==> src/rtl/debounce_counter.sv <==
// debounce_counter: multi-channel switch debouncer with modulo event counters.
// Each channel synchronizes its raw switch input, filters it on a shared
// prescaler tick, and counts the selected edges of the filtered level.
// Everything runs on clk; the prescaler only produces a one-cycle enable.

module debounce_counter #(
    parameter int CH         = 4,
    parameter int DIV_BITS   = 16,
    parameter int STABLE     = 3,
    parameter int MODULO     = 10,
    parameter int CW         = 4,
    parameter int EDGE       = 0,
    parameter int ACTIVE_LOW = 0
) (
    input  logic             clk,
    input  logic             rst,
    input  logic             en,
    input  logic [CH-1:0]    sw,
    input  logic [CH-1:0]    clr,
    output logic             tick,
    output logic [CH-1:0]    db,
    output logic [CH-1:0]    rise,
    output logic [CH-1:0]    fall,
    output logic [CH*CW-1:0] cnt,
    output logic [CH-1:0]    wrap
);

    // Stability counter width; a single-sample filter still needs one bit.
    localparam int SBW = (STABLE > 1) ? $clog2(STABLE) : 1;

    // Last stability count before a new level is accepted.
    localparam logic [SBW-1:0] STAB_LAST = SBW'(STABLE - 1);

    // Counter value that wraps back to zero on the next event.
    localparam logic [CW-1:0] CNT_LAST = CW'(MODULO - 1);

    logic [DIV_BITS-1:0] div;
    logic [CH-1:0]       sw_in;
    logic [CH-1:0]       sync_a;
    logic [CH-1:0]       sync_b;

    // Polarity is fixed up before synchronizing so "1" is always the active level.
    assign sw_in = (ACTIVE_LOW != 0) ? ~sw : sw;

    // Free-running prescaler that only advances while enabled.
    always_ff @(posedge clk) begin
        if (rst) begin
            div <= '0;
        end else if (en) begin
            div <= div + DIV_BITS'(1);
        end
    end

    // The sample strobe is the all-ones prescaler state qualified by en,
    // so dropping en stops ticks immediately and reset (div=0) keeps it low.
    assign tick = en & (&div);

    // Two-flop synchronizer, clocked every cycle independent of en.
    always_ff @(posedge clk) begin
        if (rst) begin
            sync_a <= '0;
            sync_b <= '0;
        end else begin
            sync_a <= sw_in;
            sync_b <= sync_a;
        end
    end

    for (genvar i = 0; i < CH; i++) begin : g_ch
        logic [SBW-1:0] stab;
        logic           db_q;
        logic           rise_q;
        logic           fall_q;
        logic [CW-1:0]  cnt_q;
        logic           wrap_q;
        logic           evt;

        // Stability filter: a new level must differ on STABLE consecutive ticks;
        // edge pulses are produced on the same edge that changes the level.
        always_ff @(posedge clk) begin
            if (rst) begin
                stab   <= '0;
                db_q   <= 1'b0;
                rise_q <= 1'b0;
                fall_q <= 1'b0;
            end else begin
                rise_q <= 1'b0;
                fall_q <= 1'b0;
                if (tick) begin
                    if (sync_b[i] == db_q) begin
                        stab <= '0;
                    end else if (stab == STAB_LAST) begin
                        stab   <= '0;
                        db_q   <= sync_b[i];
                        rise_q <= sync_b[i];
                        fall_q <= ~sync_b[i];
                    end else begin
                        stab <= stab + SBW'(1);
                    end
                end
            end
        end

        // Select which debounced edge counts as an event for this channel.
        always_comb begin
            evt = 1'b0;
            case (EDGE)
                0:       evt = rise_q;
                1:       evt = fall_q;
                default: evt = rise_q | fall_q;
            endcase
        end

        // Modulo event counter; clear wins over a simultaneous event and hides the wrap.
        always_ff @(posedge clk) begin
            if (rst) begin
                cnt_q  <= '0;
                wrap_q <= 1'b0;
            end else if (clr[i]) begin
                cnt_q  <= '0;
                wrap_q <= 1'b0;
            end else if (evt) begin
                if (cnt_q == CNT_LAST) begin
                    cnt_q  <= '0;
                    wrap_q <= 1'b1;
                end else begin
                    cnt_q  <= cnt_q + CW'(1);
                    wrap_q <= 1'b0;
                end
            end else begin
                wrap_q <= 1'b0;
            end
        end

        assign db[i]             = db_q;
        assign rise[i]           = rise_q;
        assign fall[i]           = fall_q;
        assign wrap[i]           = wrap_q;
        assign cnt[i*CW +: CW]   = cnt_q;
    end

endmodule

==> config.mk <==
export PLATFORM = sky130hd
export DESIGN_NAME = debounce_counter
export DESIGN_NICKNAME = d
export VERILOG_FILES = /design/src/rtl/debounce_counter.sv
export SDC_FILE = /design/constraint.sdc
export NUM_CORES = 1
export LEC_CHECK = 0
export ABC_AREA = 1
export CORE_MARGIN = 4
export CORE_UTILIZATION = 54
export CTS_CLUSTER_SIZE = 28
export DETAILED_ROUTE_END_ITERATION = 10
export GPL_TIMING_DRIVEN = 1
export MAX_ROUTING_LAYER = met4
export PLACE_DENSITY = 0.81
export SYNTH_ARGS = -nofsm -noshare
export SYNTH_HDL_FRONTEND = slang
export SYNTH_SLANG_ARGS = --single-unit
==> constraint.sdc <==
create_clock -name clk -period 2 [get_ports clk]
set_input_delay 0.6 -clock clk [delete_from_list [all_inputs] [get_ports clk]]
set_output_delay 0.6 -clock clk [all_outputs]
set_load 0.1 [all_outputs]
== After elaboration in Yosys (flattened, before gate mapping) ==
Cells that the tools add are included.

* Output and inout bits: 33
* Register bits: 64
* Input bits: 11

* Reduce and logical (&&, ||, !) cells: 17
* Multiplexer cells: 16
* Equality and inequality tests: 12
* Bitwise operators: 18
* $add $sub $neg: 9

{| class="wikitable"
|+ Operators by type and width
! cell !! count
|-
| inverter 1 bit || 17
|-
| adder 16 x 1 -> 16 bit (second input constant) || 1
|-
| adder 4 x 1 -> 4 bit (second input constant) || 4
|-
| equality test 4 bit (second input constant) || 4
|-
| two-way mux 2 bit || 8
|-
| two-way mux 4 bit || 4
|-
| AND reduction 16 bit || 1
|-
| OR reduction 4 bit || 4
|-
| AND reduction 3 bit || 4
|-
| OR reduction 3 bit || 4
|-
| adder 2 x 1 -> 2 bit (second input constant) || 4
|-
| equality test 2 bit (second input constant) || 4
|-
| OR reduction 2 bit || 4
|-
| equality test 1 bit || 4
|-
| two-way mux 1 bit || 4
|-
| bitwise AND 1 bit || 1
|}

== Depth between registers and ports, before layout ==
* Depth in word-level cells: 4
* Mapped depth: 9
* Mapped depth without buffers: 9

== Worst setup path before layout ==
No wires, ideal clock.

* Path type: reg-to-output
* Start point: register div[0]
* End point: output tick
* Required time: 1.400 ns
* Path slack: -0.034 ns
* Stages on the path, launching flop included: 6
* Data arrival time: 1.434 ns
* Cell sequence: dfxtp_1 ha_1 nand3_2 inv_2 nand2_2 nor2_4

* Longest elaborated chain between the ends: 2

{| class="wikitable"
|+ RTL lines
! item !! RTL line !! text
|-
| start, declared || 37 || <nowiki>logic [DIV_BITS-1:0] div;</nowiki>
|-
| start signal, assigned || 50 || <nowiki>div <= div + DIV_BITS'(1);</nowiki>
|-
| AND reduction 16 bit || 56 || <nowiki>assign tick = en & (&div);</nowiki>
|-
| bitwise AND 1 bit || 56 ||
|-
| end, declared || 20 || <nowiki>output logic tick,</nowiki>
|}

No other way between the ends.

== Final worst setup path ==
Ends and elaborated chain as after synthesis.

==> metrics <==
status=finished with violations; failing checks=setup timing; Area contributors post-synth=dfxtp_1 44%, nor2_1 10%, nand2_1 8.8%, inv_1 7.7%, buf_4 4.1%; Skew-Pair Late Insertion Delay=0.34 ns; most frequent cells in the layout=79 x nor2_1, 68 x nand2_1, 60 x inv_1; Static Leak=0.001739 uW; Synth cell types=30; Crit Path Category=register to primary output; Final Setup Violations=1; CTS Buf Count=9; total grt overflow=0; Post-CTS Hold Fix Bufs=0; HP Class=register to register; Detail Route Antenna Nets=0; Mapped Cells=405; Fin. Hold Viols=0; Tmin final=2.008 ns; Cells after DPL=509; # diodes=0; fin crit share=100.4%; Layout area overhead=38.44%; Seq/Total Area, Yosys=43.59%; mapped cell area=2939 um^2; PD cells=640.7 nW/um^2; H-tree depth=3; Total Die Area=6687 um^2; Avg Inst Size Synth=7.257 um^2; Routed WL per cell=12.66 um; Avg Vias per Cell=4.987; CP endpoint kind=primary output; vias in the first global route=2478; Global Route Usage Sum=22.16%; number of DRC markers in iteration 0=213; die extent in y=81.78 um; first-pass GRT wire length=10850 um; WP data arrival=1.41 ns; CTS tree=done; commonest non-fill, non-tap cell in the layout=nor2_1; clk sinks=64; post-synth top area share=43.59%; final std cells w/o fill=535; DRC=0; post-synthesis net count=417; clock-pin slew on the worst setup and hold paths=0.07 ns; Initial Utilization=56.47%; Max Clock Freq=0.4981 GHz; initial antenna violation count=0; hpwl dp=4554 um; synth warn=0; TritonRoute pass-1 iters=4; skew final=0.006060 ns; Synth Register Bits=64; DIE WIDTH=81.78 um; Post-synth EDFFs=0; core box area=5205 um^2; Final Max Tran Viols=0; vias=2668; Required @ worst endpoint=1.40 ns; layout cell share with drive strength beyond 1=23.01%; total wire length after detailed routing=6771 um; Nets=472; maximum VDD drop=0.4610 mV; R2R setup slack=0.52 ns; count of boundary I/O pins=44; Worst setup SP type=register; Final WS setup=-0.007508 ns; FFs w/ async S/R, synth=0%; Clock Path Buffers=2; post-synth top area cell=dfxtp_1; RSZ-0062 raised after global routing=true; top_reg_cell synth=dfxtp_1; slew margin rel.=79.47%; Root Driver=clkbuf_8; FILL cells=323; # port buffers=43; tightest hold margin=0.4127 ns; Final Wtd Congestion=0.8752; post-route setup TNS=-0.007508 ns; Maximum Capacitance Violations=0; worst slack, placed=-0.3320 ns; CP Max Fanout=3; Rows=26; largest net degree at the start of global routing=23; Tightest Pin Transition=0.3070 ns
[flip-flops by register name, summed over array words and instances (netlist names)]
signal / cells
sync_b: 4
g_ch.cnt_q: 16
sync_a: 4
g_ch.evt: 4
g_ch.stab: 8
g_ch.fall_q: 4
g_ch.db_q: 4
div: 16
g_ch.wrap_q: 4
[cell usage after synthesis, drive strengths merged (4+ instances only)]
cell type and instances:
nor3 11, o31ai 4, o21ai 20, dfxtp 64, nand4 4, a21oi 18
inv 66, xnor2 5, nor2 86, buf 19, nand3 20, nand2 77
[power breakdown]
group | internal (uW) | switching (uW) | total [uW]
registers | 1280 | 7.97 | 1290
clock network | 735 | 461 | 1200
logic | 57.1 | 61.1 | 118
[area by class of cell]
type,instances,area (um^2),area share (%)
Clock inverter,3,65.06,1.599
Timing Repair Buffer,65,933.4,22.94
Inverter,67,254.0,6.242
Tap cell,70,87.58,2.153
Clock buffer,13,148.9,3.659
Multi-Input combinational cell,253,1282,31.52
Sequential cell,64,1297,31.89
[worst paths after layout]
kind                                      startpoint                         to  cells past startpoint
worst max-delay path             div[0]$_SDFFE_PP0P_                       tick                      6
worst min-delay path            sync_a[0]$_SDFF_PP0_       sync_b[0]$_SDFF_PP0_                      2
worst min register to register  sync_a[0]$_SDFF_PP0_       sync_b[0]$_SDFF_PP0_                      2
worst max register to register   div[0]$_SDFFE_PP0P_  g_ch[0].db_q$_SDFFE_PP0P_                     10
[stage by stage]
step,instance area [um^2],util (%),power (uW)
floorplan,2939,-,1376
global placement,3741,71.88,1418
detailed placement,3741,71.88,1421
CTS,4030,77.43,2619
global route,4069,78.17,2700
finish,4069,78.17,2607
[routing by layer]
metal	global-route usage, %	part of all wire (%)
met2	37.96	51
met1	23.52	40
met5	-	0
met4	13.62	3.8
met3	4.167	5.6
[cell families (layout without fill, tap and decap cells)]
logic type / after synthesis / count (layout) / share of synthesized area, %
AOI/OAI and AO/OA: 44 / 44 / 7.918
buffers and inverters: 88 / 148 / 13.71
DFF: 64 / 64 / 43.59
adders and majority gates: 1 / 1 / 0.4256
and+or+nand+nor: 201 / 201 / 32.27
xor gates and xnor gates: 7 / 7 / 2.086
[timing repair]
action                                  CTS  global route
endpoints found under the hold margin     0             0
resized for setup                        18             3
endpoints found under the setup margin    1             1
buffers inserted                          6             4
gates cloned                              0             0
pin swaps                                 4             2
[critical path, cell delays in order, from the launching register on]
cell and delay [ns]:
dfxtp_4 0.36, ha_4 0.13, nand3_2 0.09, inv_2 0.08
nand2_4 0.07, nor2_4 0.15, buf_12 0.19
Note: power is estimated with default switching activity, not from simulation.
